### src/rtl/msx_io_port_decoder_if.sv
// ============================================================================
// msx_io_port_decoder_if : MSX slot-side I/O bus bundle for the port decoder
// Rev 1.0
// ============================================================================
`default_nettype none

interface msx_io_port_decoder_if #(
  parameter int NUM_CH = 4
);
  logic [7:0]        address_bus;
  logic              iorq_n;
  logic              rd_n;
  logic              wr_n;
  logic              m1_n;
  logic [NUM_CH-1:0] cs_n;
  logic              busdir;
  logic [NUM_CH-1:0] rd_stb;
  logic [NUM_CH-1:0] wr_stb;
  logic [2:0]        ch_idx;
  logic              wait_n;

  modport master (
    output address_bus, iorq_n, rd_n, wr_n, m1_n,
    input  cs_n, busdir, rd_stb, wr_stb, ch_idx, wait_n
  );

  modport slave (
    input  address_bus, iorq_n, rd_n, wr_n, m1_n,
    output cs_n, busdir, rd_stb, wr_stb, ch_idx, wait_n
  );
endinterface

`default_nettype wire

### src/rtl/msx_io_port_decoder.sv
// ============================================================================
// msx_io_port_decoder : NUM_CH-port MSX I/O decoder with one-clk strobes and a
// Z80 WAIT generator built only when MSX_IO_WAIT_EN is defined.   Rev 1.0
// ============================================================================
`default_nettype none

module msx_io_port_decoder #(
  parameter logic [7:0] BASE_ADDR   = 8'h10,
  parameter int         NUM_CH      = 4,
  parameter int         WAIT_CYCLES = 2
) (
  input  logic                    clk,
  input  logic                    reset_n,
  msx_io_port_decoder_if.slave    bus
);

  if (NUM_CH < 1 || NUM_CH > 8 || WAIT_CYCLES < 0 || WAIT_CYCLES > 15 ||
      (int'(BASE_ADDR) + NUM_CH) > 256) begin : g_bad_params
    $error("msx_io_port_decoder: parameter out of range");
  end

  localparam logic [8:0] c_base = {1'b0, BASE_ADDR};
  localparam logic [8:0] c_end  = c_base + 9'(NUM_CH);

  typedef enum logic [1:0] {
    ST_IDLE   = 2'd0,
    ST_WAIT   = 2'd1,
    ST_STROBE = 2'd2,
    ST_HOLD   = 2'd3
  } state_t;

  function automatic logic [NUM_CH-1:0] f_onehot(input logic [2:0] idx);
    logic [NUM_CH-1:0] v;
    for (int i = 0; i < NUM_CH; i++) v[i] = (idx == 3'(i));
    return v;
  endfunction

  logic [8:0]        w_addr_ext;
  logic              w_in_range;
  logic              w_hit;
  logic [2:0]        w_idx;
  logic              w_iorq_fall;
  logic              w_rd_low;
  logic              w_wr_low;
  logic              w_start;

  state_t            r_state;
  logic [3:0]        r_sync1;     // {m1_n, wr_n, rd_n, iorq_n}
  logic [3:0]        r_sync2;
  logic              r_iorq_d;
  logic [NUM_CH-1:0] r_rd_stb;
  logic [NUM_CH-1:0] r_wr_stb;
  logic [2:0]        r_ch_idx;
`ifdef MSX_IO_WAIT_EN
  logic              r_wait_n;
  logic [3:0]        r_wait_cnt;
  logic              r_is_read;
`endif

  // Raw-bus decode: the Z80 sees cs_n/busdir without any clock latency.
  assign w_addr_ext = {1'b0, bus.address_bus};
  assign w_in_range = (w_addr_ext >= c_base) && (w_addr_ext < c_end);
  assign w_hit      = ~bus.iorq_n & bus.m1_n & w_in_range;
  assign w_idx      = 3'(bus.address_bus - BASE_ADDR);

  for (genvar i = 0; i < NUM_CH; i++) begin : g_cs
    assign bus.cs_n[i] = ~(w_hit && (w_idx == 3'(i)));
  end

  assign bus.busdir = ~(w_hit & ~bus.rd_n);

  assign w_iorq_fall = r_iorq_d & ~r_sync2[0];
  assign w_rd_low    = ~r_sync2[1];
  assign w_wr_low    = ~r_sync2[2];
  assign w_start     = w_iorq_fall & r_sync2[3] & w_in_range;

  always_ff @(posedge clk) begin
    if (!reset_n) begin
      r_state    <= ST_IDLE;
      r_sync1    <= '1;
      r_sync2    <= '1;
      r_iorq_d   <= 1'b1;
      r_rd_stb   <= '0;
      r_wr_stb   <= '0;
      r_ch_idx   <= '0;
`ifdef MSX_IO_WAIT_EN
      r_wait_n   <= 1'b1;
      r_wait_cnt <= '0;
      r_is_read  <= 1'b0;
`endif
    end else begin
      r_sync1  <= {bus.m1_n, bus.wr_n, bus.rd_n, bus.iorq_n};
      r_sync2  <= r_sync1;
      r_iorq_d <= r_sync2[0];
      r_rd_stb <= '0;
      r_wr_stb <= '0;

      case (r_state)
        ST_IDLE: begin
          if (w_start) begin
            r_ch_idx <= w_idx;
            // Ambiguous direction: swallow the whole IORQ cycle without a strobe.
            if (w_rd_low == w_wr_low) begin
              r_state <= ST_HOLD;
            end
`ifdef MSX_IO_WAIT_EN
            else if (WAIT_CYCLES > 0) begin
              r_state    <= ST_WAIT;
              r_wait_n   <= 1'b0;
              r_wait_cnt <= 4'(WAIT_CYCLES - 1);
              r_is_read  <= w_rd_low;
            end
`endif
            else begin
              r_state  <= ST_STROBE;
              r_rd_stb <= w_rd_low ? f_onehot(w_idx) : '0;
              r_wr_stb <= w_wr_low ? f_onehot(w_idx) : '0;
            end
          end
        end
        ST_WAIT: begin
`ifdef MSX_IO_WAIT_EN
          if (r_sync2[0]) begin
            r_state  <= ST_IDLE;
            r_wait_n <= 1'b1;
          end else if (r_wait_cnt == 4'd0) begin
            r_state  <= ST_STROBE;
            r_wait_n <= 1'b1;
            r_rd_stb <= r_is_read  ? f_onehot(r_ch_idx) : '0;
            r_wr_stb <= !r_is_read ? f_onehot(r_ch_idx) : '0;
          end else begin
            r_wait_cnt <= r_wait_cnt - 4'd1;
          end
`else
          r_state <= ST_IDLE;
`endif
        end
        ST_STROBE: r_state <= ST_HOLD;
        ST_HOLD: begin
          if (r_sync2[0]) r_state <= ST_IDLE;
        end
        default: r_state <= ST_IDLE;
      endcase
    end
  end

  assign bus.rd_stb = r_rd_stb;
  assign bus.wr_stb = r_wr_stb;
  assign bus.ch_idx = r_ch_idx;
`ifdef MSX_IO_WAIT_EN
  assign bus.wait_n = r_wait_n;
`else
  assign bus.wait_n = 1'b1;
`endif

endmodule

`default_nettype wire
### src/flat_wrapper.sv
// flat-port wrapper written by rule: the top's interface ports become plain ports
module msx_io_port_decoder_flat 
#(
  parameter logic [7:0] BASE_ADDR   = 8'h10,
  parameter int         NUM_CH      = 4,
  parameter int         WAIT_CYCLES = 2
)
  (clk, reset_n, bus_address_bus, bus_iorq_n, bus_rd_n, bus_wr_n, bus_m1_n, bus_cs_n, bus_busdir, bus_rd_stb, bus_wr_stb, bus_ch_idx, bus_wait_n);
  msx_io_port_decoder_if #(.NUM_CH(NUM_CH)) bus_i ();
  input  logic clk;
  input  logic reset_n;
  input wire logic [$bits(bus_i.address_bus)-1:0] bus_address_bus;
  input wire logic [$bits(bus_i.iorq_n)-1:0] bus_iorq_n;
  input wire logic [$bits(bus_i.rd_n)-1:0] bus_rd_n;
  input wire logic [$bits(bus_i.wr_n)-1:0] bus_wr_n;
  input wire logic [$bits(bus_i.m1_n)-1:0] bus_m1_n;
  output wire logic [$bits(bus_i.cs_n)-1:0] bus_cs_n;
  output wire logic [$bits(bus_i.busdir)-1:0] bus_busdir;
  output wire logic [$bits(bus_i.rd_stb)-1:0] bus_rd_stb;
  output wire logic [$bits(bus_i.wr_stb)-1:0] bus_wr_stb;
  output wire logic [$bits(bus_i.ch_idx)-1:0] bus_ch_idx;
  output wire logic [$bits(bus_i.wait_n)-1:0] bus_wait_n;
  assign bus_i.address_bus = bus_address_bus;
  assign bus_i.iorq_n = bus_iorq_n;
  assign bus_i.rd_n = bus_rd_n;
  assign bus_i.wr_n = bus_wr_n;
  assign bus_i.m1_n = bus_m1_n;
  assign bus_cs_n = bus_i.cs_n;
  assign bus_busdir = bus_i.busdir;
  assign bus_rd_stb = bus_i.rd_stb;
  assign bus_wr_stb = bus_i.wr_stb;
  assign bus_ch_idx = bus_i.ch_idx;
  assign bus_wait_n = bus_i.wait_n;
  msx_io_port_decoder #(.BASE_ADDR(BASE_ADDR), .NUM_CH(NUM_CH), .WAIT_CYCLES(WAIT_CYCLES)) u_core (.clk(clk), .reset_n(reset_n), .bus(bus_i));
endmodule
### config.mk
export PLATFORM = sky130hd
export DESIGN_NAME = msx_io_port_decoder_flat
export DESIGN_NICKNAME = d
export VERILOG_FILES = /design/src/rtl/msx_io_port_decoder_if.sv /design/src/rtl/msx_io_port_decoder.sv /design/src/flat_wrapper.sv
export SDC_FILE = /design/constraint.sdc
export NUM_CORES = 1
export LEC_CHECK = 0
export ABC_AREA = 1
export ABC_CLOCK_PERIOD_IN_PS = 900
export CAP_MARGIN = 15
export CORE_MARGIN = 3
export CORE_UTILIZATION = 37
export CTS_CLUSTER_SIZE = 8
export DETAILED_ROUTE_END_ITERATION = 10
export GPL_TIMING_DRIVEN = 0
export HOLD_SLACK_MARGIN = 0.05
export PLACE_DENSITY = 0.83
export SLEW_MARGIN = 20
export SYNTH_ARGS = -nofsm -noshare
export SYNTH_HDL_FRONTEND = slang
export SYNTH_SLANG_ARGS = --single-unit
export TNS_END_PERCENT = 5
### constraint.sdc
create_clock -name clk -period 0.9 [get_ports clk]
set_input_delay 0.18 -clock clk [delete_from_list [all_inputs] [get_ports clk]]
set_output_delay 0.18 -clock clk [all_outputs]
set_load 0.01 [all_outputs]
==> metrics.md, run 1 <==
| Metric | Value |
|---|---|
| Sw Share | `21.9%` |
| Cell family with most CP delay | `simple AND/OR/NAND/NOR gates` |
| Fin Clk Skew | `1.63 ps` |
| Clk sink count | `22` |
| Req. time, crit path | `720 ps` |
| Vias per cell | `4.41` |
| # diodes | `0` |
| Area leader, netlist | `dfxtp_1` |
| RSZ-0062 raised after global routing | `true` |
| # Max-Cap Violations | `0` |
| Failing checks | `negative setup slack` |
| Outcome | `complete, but fails checks` |
| Worst skew pair latency | `300 ps` |
| DR vias | `696` |
| Setup TNS | `-3490 ps` |
| Critical path endpoint category | `primary output` |
| Pre-antenna DRT Iters | `4` |
| Die Area | `2760 um^2` |
| Sequential fraction of the synthesis area | `54.9%` |
| Cells after synthesis | `94` |
| Leakage power | `0.556 nW` |
| Combinational share of power | `10.0%` |
| Port Buffers | `29` |
| Largest net degree at the start of global routing | `13` |
| Clk pwr share | `31.0%` |
| First-pass GRT wire length | `2.61 mm` |
| CP max stage cell | `nor3_4` |
| WS Path Type | `input pin to primary output` |
| Largest cells by area after synthesis | `dfxtp_1 55%, nor2_1 8.4%, nand2_1 8.0%, inv_1 5.1%, or2_2 4.7%` |
| Post-synth cell types | `16` |
| Worst slack, placed | `-1190 ps` |
| Top cell type's share of synthesized area | `54.9%` |
| CTS root buffer | `clkbuf_4` |
| Syn Std Cell Area | `802 um^2` |
| Cell-by-cell trace of the critical path | `buf_8, nor2_4, nand3_4, nor3_4, buf_4, nand2_2, buf_6` |
| Tcrit/Tclk final | `132%` |
| Hold WC Path Type | `input pin to flop` |
| CORE AREA | `2000 um^2` |
| Slowest stage delay, CP | `190 ps` |
| CP Launch Type | `input pin` |
| Antenna viol nets, final | `0` |
| Total GRT Usage | `13.1%` |
| CTS tree | `yes` |
| Layout cells sized above 1 | `51.9%` |
| Net Sw Power | `0.371 mW` |
| Sequential share of power | `59.0%` |
| I/O pin count | `31` |
| Pwr Total | `1.69 mW` |
| Initial core utilization | `40.1%` |
| Post-synth net total | `108` |
| Routed WL | `1.71 mm` |
| Worst setup margin | `-291 ps` |
| Starting DRT DRC Count | `11` |
| Layout net count | `146` |
| Arr. time, crit path | `1010 ps` |
| Residual DRC | `0` |
| Peak supply drop | `1.12 mV` |
| Hold-fix buffers at CTS | `0` |
| P per Cell Area | `1360 nW/um^2` |
| Crit-path max FO | `5` |
| Mean Syn Cell Area | `8.53 um^2` |
| Initial antenna violation count | `0` |
| Yosys warns | `0` |
| DIE HEIGHT | `52.6 um` |
| Min Tclk post-route | `1190 ps` |
| Reg2Reg Setup Slack | `-220 ps` |
| Synth-to-layout area growth | `55.5%` |
| Fmax | `0.840 GHz` |
| WP buf/inv | `3` |
| Count of pins over their slew limit | `0` |
| Clock slew at reported path FFs | `110 ps` |
| Post-Route Utilization | `62.3%` |
| Clock buffer depth | `2` |
| Chip width | `52.6 um` |
| Hpwl dp | `1.31 mm` |
| Hold Vio Cnt, Final | `0` |
| Yosys reg bits | `22` |
| WL/cell | `10.8 um` |
| Hold WS | `165 ps` |
| H-tree depth | `1` |
| GP Congestion | `0.691` |
| Setup Viol. Count Final | `28` |
| Vias in the first global route | `642` |
| Num CTS Buffers | `3` |
| Standard-cell row count | `16` |
| GRT overflow | `0` |
| Int Pwr | `1.32 mW` |
## power groups by stage
stage | clock network, mW | registers [mW] | logic, mW
floorplan | 0 | 1.02 | 0.0669
global placement | 0 | 1.02 | 0.138
detailed placement | 0 | 1.02 | 0.144
finish | 0.525 | 1.00 | 0.169
global route | 0.575 | 1.00 | 0.184
CTS | 0.531 | 1.00 | 0.165
## cells in the mapped netlist (all sizes together)
cell	instances
or2	6
nand3b	2
a21oi	2
nand2	17
conb	1
inv	12
nand3	4
nor3	7
buf	1
dfxtp	22
nor2	20
## cell usage in the layout, fill, tap and decap left out
master / Yosys / layout
nor3_1: 4 / 1
nand3_4: 0 / 1
clkdlybuf4s15_1: 0 / 1
nor2_2: 0 / 1
inv_1: 11 / 6
nor3_2: 2 / 4
conb_1: 1 / 1
dfxtp_2: 0 / 5
nand3_2: 1 / 1
or2_2: 6 / 6
nor2_1: 18 / 14
nand3_1: 3 / 2
dfxtp_1: 22 / 17
buf_8: 0 / 1
buf_4: 1 / 4
nand2_2: 0 / 4
buf_2: 0 / 8
clkdlybuf4s50_1: 0 / 2
inv_2: 1 / 6
buf_6: 0 / 14
nand3b_2: 2 / 2
nand2_1: 17 / 13
clkbuf_8: 0 / 1
nor2_4: 2 / 5
nor3_4: 1 / 2
clkbuf_4: 0 / 3
a21oi_1: 2 / 2
dlygate4sd2_1: 0 / 4
## sequential cells by signal, indices dropped and copies added (netlist names)
signal / count
u_core.r_iorq_d: 1
u_core.bus.ch_idx: 3
u_core.r_state: 2
u_core.r_sync2: 4
u_core.bus.rd_stb: 4
u_core.r_sync1: 4
u_core.bus.wr_stb: 4
## stage by stage
step / std cells / area [um^2]
floorplan: 94 / 805
global placement: 150 / 1130
detailed placement: 150 / 1130
CTS: 157 / 1210
global route: 158 / 1250
finish: 158 / 1250
## layer usage
layer  routed length, um  global-route usage (%)
met1                 681                    13.7
met2                 858                    25.0
met3                 150                    2.85
met4                  20                    5.11
met5                   0                       0
## layout make-up
type	instances	area [um^2]
fillers	173	754
flip-flops and latches	22	447
multi-input cells	59	378
repair buffers	33	300
inverters	12	45.0
clock buffers	4	36.3
well taps	27	33.8
plain buffers	1	7.51
## worst reg2reg max path: stages (launching register included)
cell	delay, ps
dfxtp_1	350
nor2_4	190
nand2_2	100
nor3_4	160
nand3b_2	140
nor2_1	120
## worst paths after layout
kind / endpoint / startpoint / cells past startpoint
max: bus_cs_n[0] / bus_address_bus[2] / 7
min: u_core.bus.wr_stb[1]$_SDFF_PP0_ / bus_address_bus[2] / 4
max reg2reg: u_core.bus.wr_stb[0]$_SDFF_PP0_ / u_core.r_state[0]$_SDFFE_PN0P_ / 5
min reg2reg: u_core.r_sync2[2]$_SDFF_PN1_ / u_core.r_sync1[2]$_SDFF_PN1_ / 1
## logic make-up (layout without fill, tap and decap cells)
kind of cell           count (synthesis)  in the layout  synth area share, %
other                                  1              1                0.468
AND/OR/NAND/NOR                       56             56                 36.8
AO/OA/AOI/OAI                          2              2                 1.25
flip-flops                            22             22                 54.9
buffers and inverters                 13             50                 6.55
## timing repair
action | in CTS | in global routing
pin swaps | 6 | 3
cloned | 0 | 0
resized for setup | 127 | 7
setup buffers | 3 | 1
endpoints found under the setup margin | 35 | 29
(Power assumes the default switching activity.)
==> run 2: changes to the inputs <==
--- a/config.mk
+++ b/config.mk
@@ -9,12 +9,12 @@
 export ABC_CLOCK_PERIOD_IN_PS = 900
 export CAP_MARGIN = 15
 export CORE_MARGIN = 3
-export CORE_UTILIZATION = 37
+export CORE_UTILIZATION = 35
 export CTS_CLUSTER_SIZE = 8
 export DETAILED_ROUTE_END_ITERATION = 10
 export GPL_TIMING_DRIVEN = 0
 export HOLD_SLACK_MARGIN = 0.05
-export PLACE_DENSITY = 0.83
+export PLACE_DENSITY = 0.8
 export SLEW_MARGIN = 20
 export SYNTH_ARGS = -nofsm -noshare
 export SYNTH_HDL_FRONTEND = slang
==> run 2 against run 1 <==
  * The flow still finishes with violations (negative setup slack)
  * Cell count increased by 3.8%
  * Clock skew is 6.5 ps higher
  * Via count rose by 6.3%
  * Hold slack improved by 46 ps
  * First-iteration DRC count fell by 18%
  * Sequential share of layout area decreased by 2.6 points
  * Clock power decreased by 1%
  * Routed wire length increased by 19%
  * Fmax is 2.7% lower
  * Utilization up 2.7 points
  * Non-clock buffer count grew 6
  * Register-to-register slack worse by 40 ps
  * Critical endpoint is now bus_cs_n[3]
  * Largest cell class unchanged
==> metrics.md, run 2 (synthesized netlist as in run 1, its figures left out) <==
| Metric | Value |
|---|---|
| DIE HEIGHT | `53.9 um (+2.5%)` |
| Layout net count | `152 (+4.1%)` |
| WL/cell | `12.4 um (+15%)` |
| P per Cell Area | `1280 nW/um^2 (-5.5%)` |
| # placed instances | `150 (unchanged)` |
| Die Area | `2900 um^2 (+5.1%)` |
| Worst setup margin | `-324 ps (-32.9 ps)` |
| Initial antenna violation count | `0 (unchanged)` |
| GP Congestion | `0.698 (+1.0%)` |
| Vias per cell | `4.51 (+2.4%)` |
| CORE AREA | `2060 um^2 (+3.0%)` |
| First-pass GRT wire length | `3.05 mm (+17%)` |
| RSZ-0062 raised after global routing | `true` |
| Pwr Total | `1.72 mW (+1.6%)` |
| Most frequent cells in the layout | `18 x dfxtp_1, 16 x buf_6, 14 x nor2_1` |
| Critical path endpoint category | `primary output` |
| Tcrit/Tclk final | `136% (+3.7 points)` |
| Hpwl dp | `1.31 mm (+0.50%)` |
| CTS root buffer | `clkbuf_4` |
| Clock slew at reported path FFs | `110 ps (about the same)` |
| Min Tclk post-route | `1220 ps (+32.9 ps)` |
| CP Launch Type | `input pin` |
| Worst skew pair latency | `300 ps (about the same)` |
| Hold WC Path Type | `input pin to flop` |
| Failing checks | `negative setup slack` |
| Pre-antenna DRT Iters | `4 (unchanged)` |
| Crit-path max FO | `3 (-2)` |
| # Max-Cap Violations | `0 (unchanged)` |
| Chip width | `53.9 um (+2.5%)` |
| Req. time, crit path | `720 ps (about the same)` |
| Arr. time, crit path | `1040 ps (+30 ps)` |
| Peak supply drop | `0.851 mV (-24%)` |
| Post-Layout Cell Count | `164 (+3.8%)` |
| Post-Route Utilization | `65.0% (+2.7 points)` |
| Clock buffer depth | `2 (unchanged)` |
| Port Buffers | `29 (unchanged)` |
| DR vias | `740 (+6.3%)` |
| Leakage power | `0.646 nW (+16%)` |
| Starting DRT DRC Count | `9 (-2)` |
| Fin Clk Skew | `8.15 ps (+6.52 ps)` |
| WS Path Type | `input pin to primary output` |
| Most common cell after layout, fill and taps aside | `dfxtp_1` |
| Synth-to-layout area growth | `67.1%` |
| Outcome | `complete, but fails checks` |
| H-tree depth | `1 (unchanged)` |
| Worst slack, placed | `-1170 ps (+12.3 ps)` |
| Setup Viol. Count Final | `28 (unchanged)` |
| Clk sink count | `22 (unchanged)` |
| Residual DRC | `0 (unchanged)` |
| Count of pins over their slew limit | `0 (unchanged)` |
| Vias in the first global route | `693 (+7.9%)` |
| CTS tree | `yes` |
| Num CTS Buffers | `3 (unchanged)` |
| # diodes | `0 (unchanged)` |
| Fmax | `0.817 GHz (-2.7%)` |
| Layout cells sized above 1 | `55.5% (+3.6 points)` |
| GRT overflow | `0 (unchanged)` |
| Antenna viol nets, final | `0 (unchanged)` |
| Total GRT Usage | `14.9% (+1.8 points)` |
| Standard-cell row count | `16 (unchanged)` |
| Largest net degree at the start of global routing | `13 (unchanged)` |
| Routed WL | `2.04 mm (+19%)` |
| Setup TNS | `-3700 ps (-207 ps)` |
| Hold Vio Cnt, Final | `0 (unchanged)` |
| I/O pin count | `31 (unchanged)` |
| Initial core utilization | `38.9% (-1.2 points)` |
run 2: changes by cell type in the layout (fill, tap and decap cells not counted), moves of 2 or more:
cell,delta
nand2_4,+3
buf_6,+2
buf_4,+5
nand2_1,-2
nor3_4,+2
run 2: final cells by class:
type | instances | area [um^2]
sequential | 22 | 445
fill | 165 | 722
clock buffer | 4 | 36.3
timing repair buffer | 39 | 357
inverter | 12 | 45.0
tap | 27 | 33.8
buffer | 1 | 7.51
multi-input combinational | 59 | 415
run 2: worst max-delay path, cell delays in order:
cell and delay, ps:
buf_12 100, nor2_4 110, nand3_4 90, nor3_4 220
buf_6 160, nand2_4 50, buf_6 120
run 2: path summary, 6_finish.rpt:
check                                 start  cells after the start                         endpoint  slack, ps
max                      bus_address_bus[2]                      7                      bus_cs_n[3]       -320
min                                bus_m1_n                      3     u_core.r_sync1[3]$_SDFF_PN1_        210
max reg2reg  u_core.r_state[1]$_SDFFE_PN0P_                      5  u_core.bus.rd_stb[0]$_SDFF_PP0_       -260
min reg2reg    u_core.r_sync1[2]$_SDFF_PN1_                      1     u_core.r_sync2[2]$_SDFF_PN1_        430
run 2: report_power, final:
part / internal [mW] / switching, mW
combinational: 0.102 / 0.0993
clock: 0.247 / 0.274
sequential: 0.992 / 0.00725
run 2: timing repair:
item / in CTS / in global routing
setup buffers: 8 / 2
hold endpoints to repair: 0 / 0
gates resized for setup: 125 / 19
endpoints found under the setup margin: 35 / 29
hold buffers: 0 / 0
pin swaps: 8 / 7
run 2: routing by layer:
metal	global-route usage, %	wire length [um]	up-vias	share of wire, %
li1	-	-	370	-
met1	16.3	736	339	36
met2	27.8	1120	29	55
met3	2.49	168	2	8.2
met4	6.38	10	0	0.49
met5	0	0	-	0
run 2: stage by stage:
| stage | hold slack [ps] | instance area (um^2) |
|---|---|---|
| global placement | 395 | 1130 |
| detailed placement | 402 | 1130 |
| finish | 211 | 1340 |
| global route | 209 | 1340 |
| CTS | 165 | 1260 |
| floorplan | 249 | 805 |
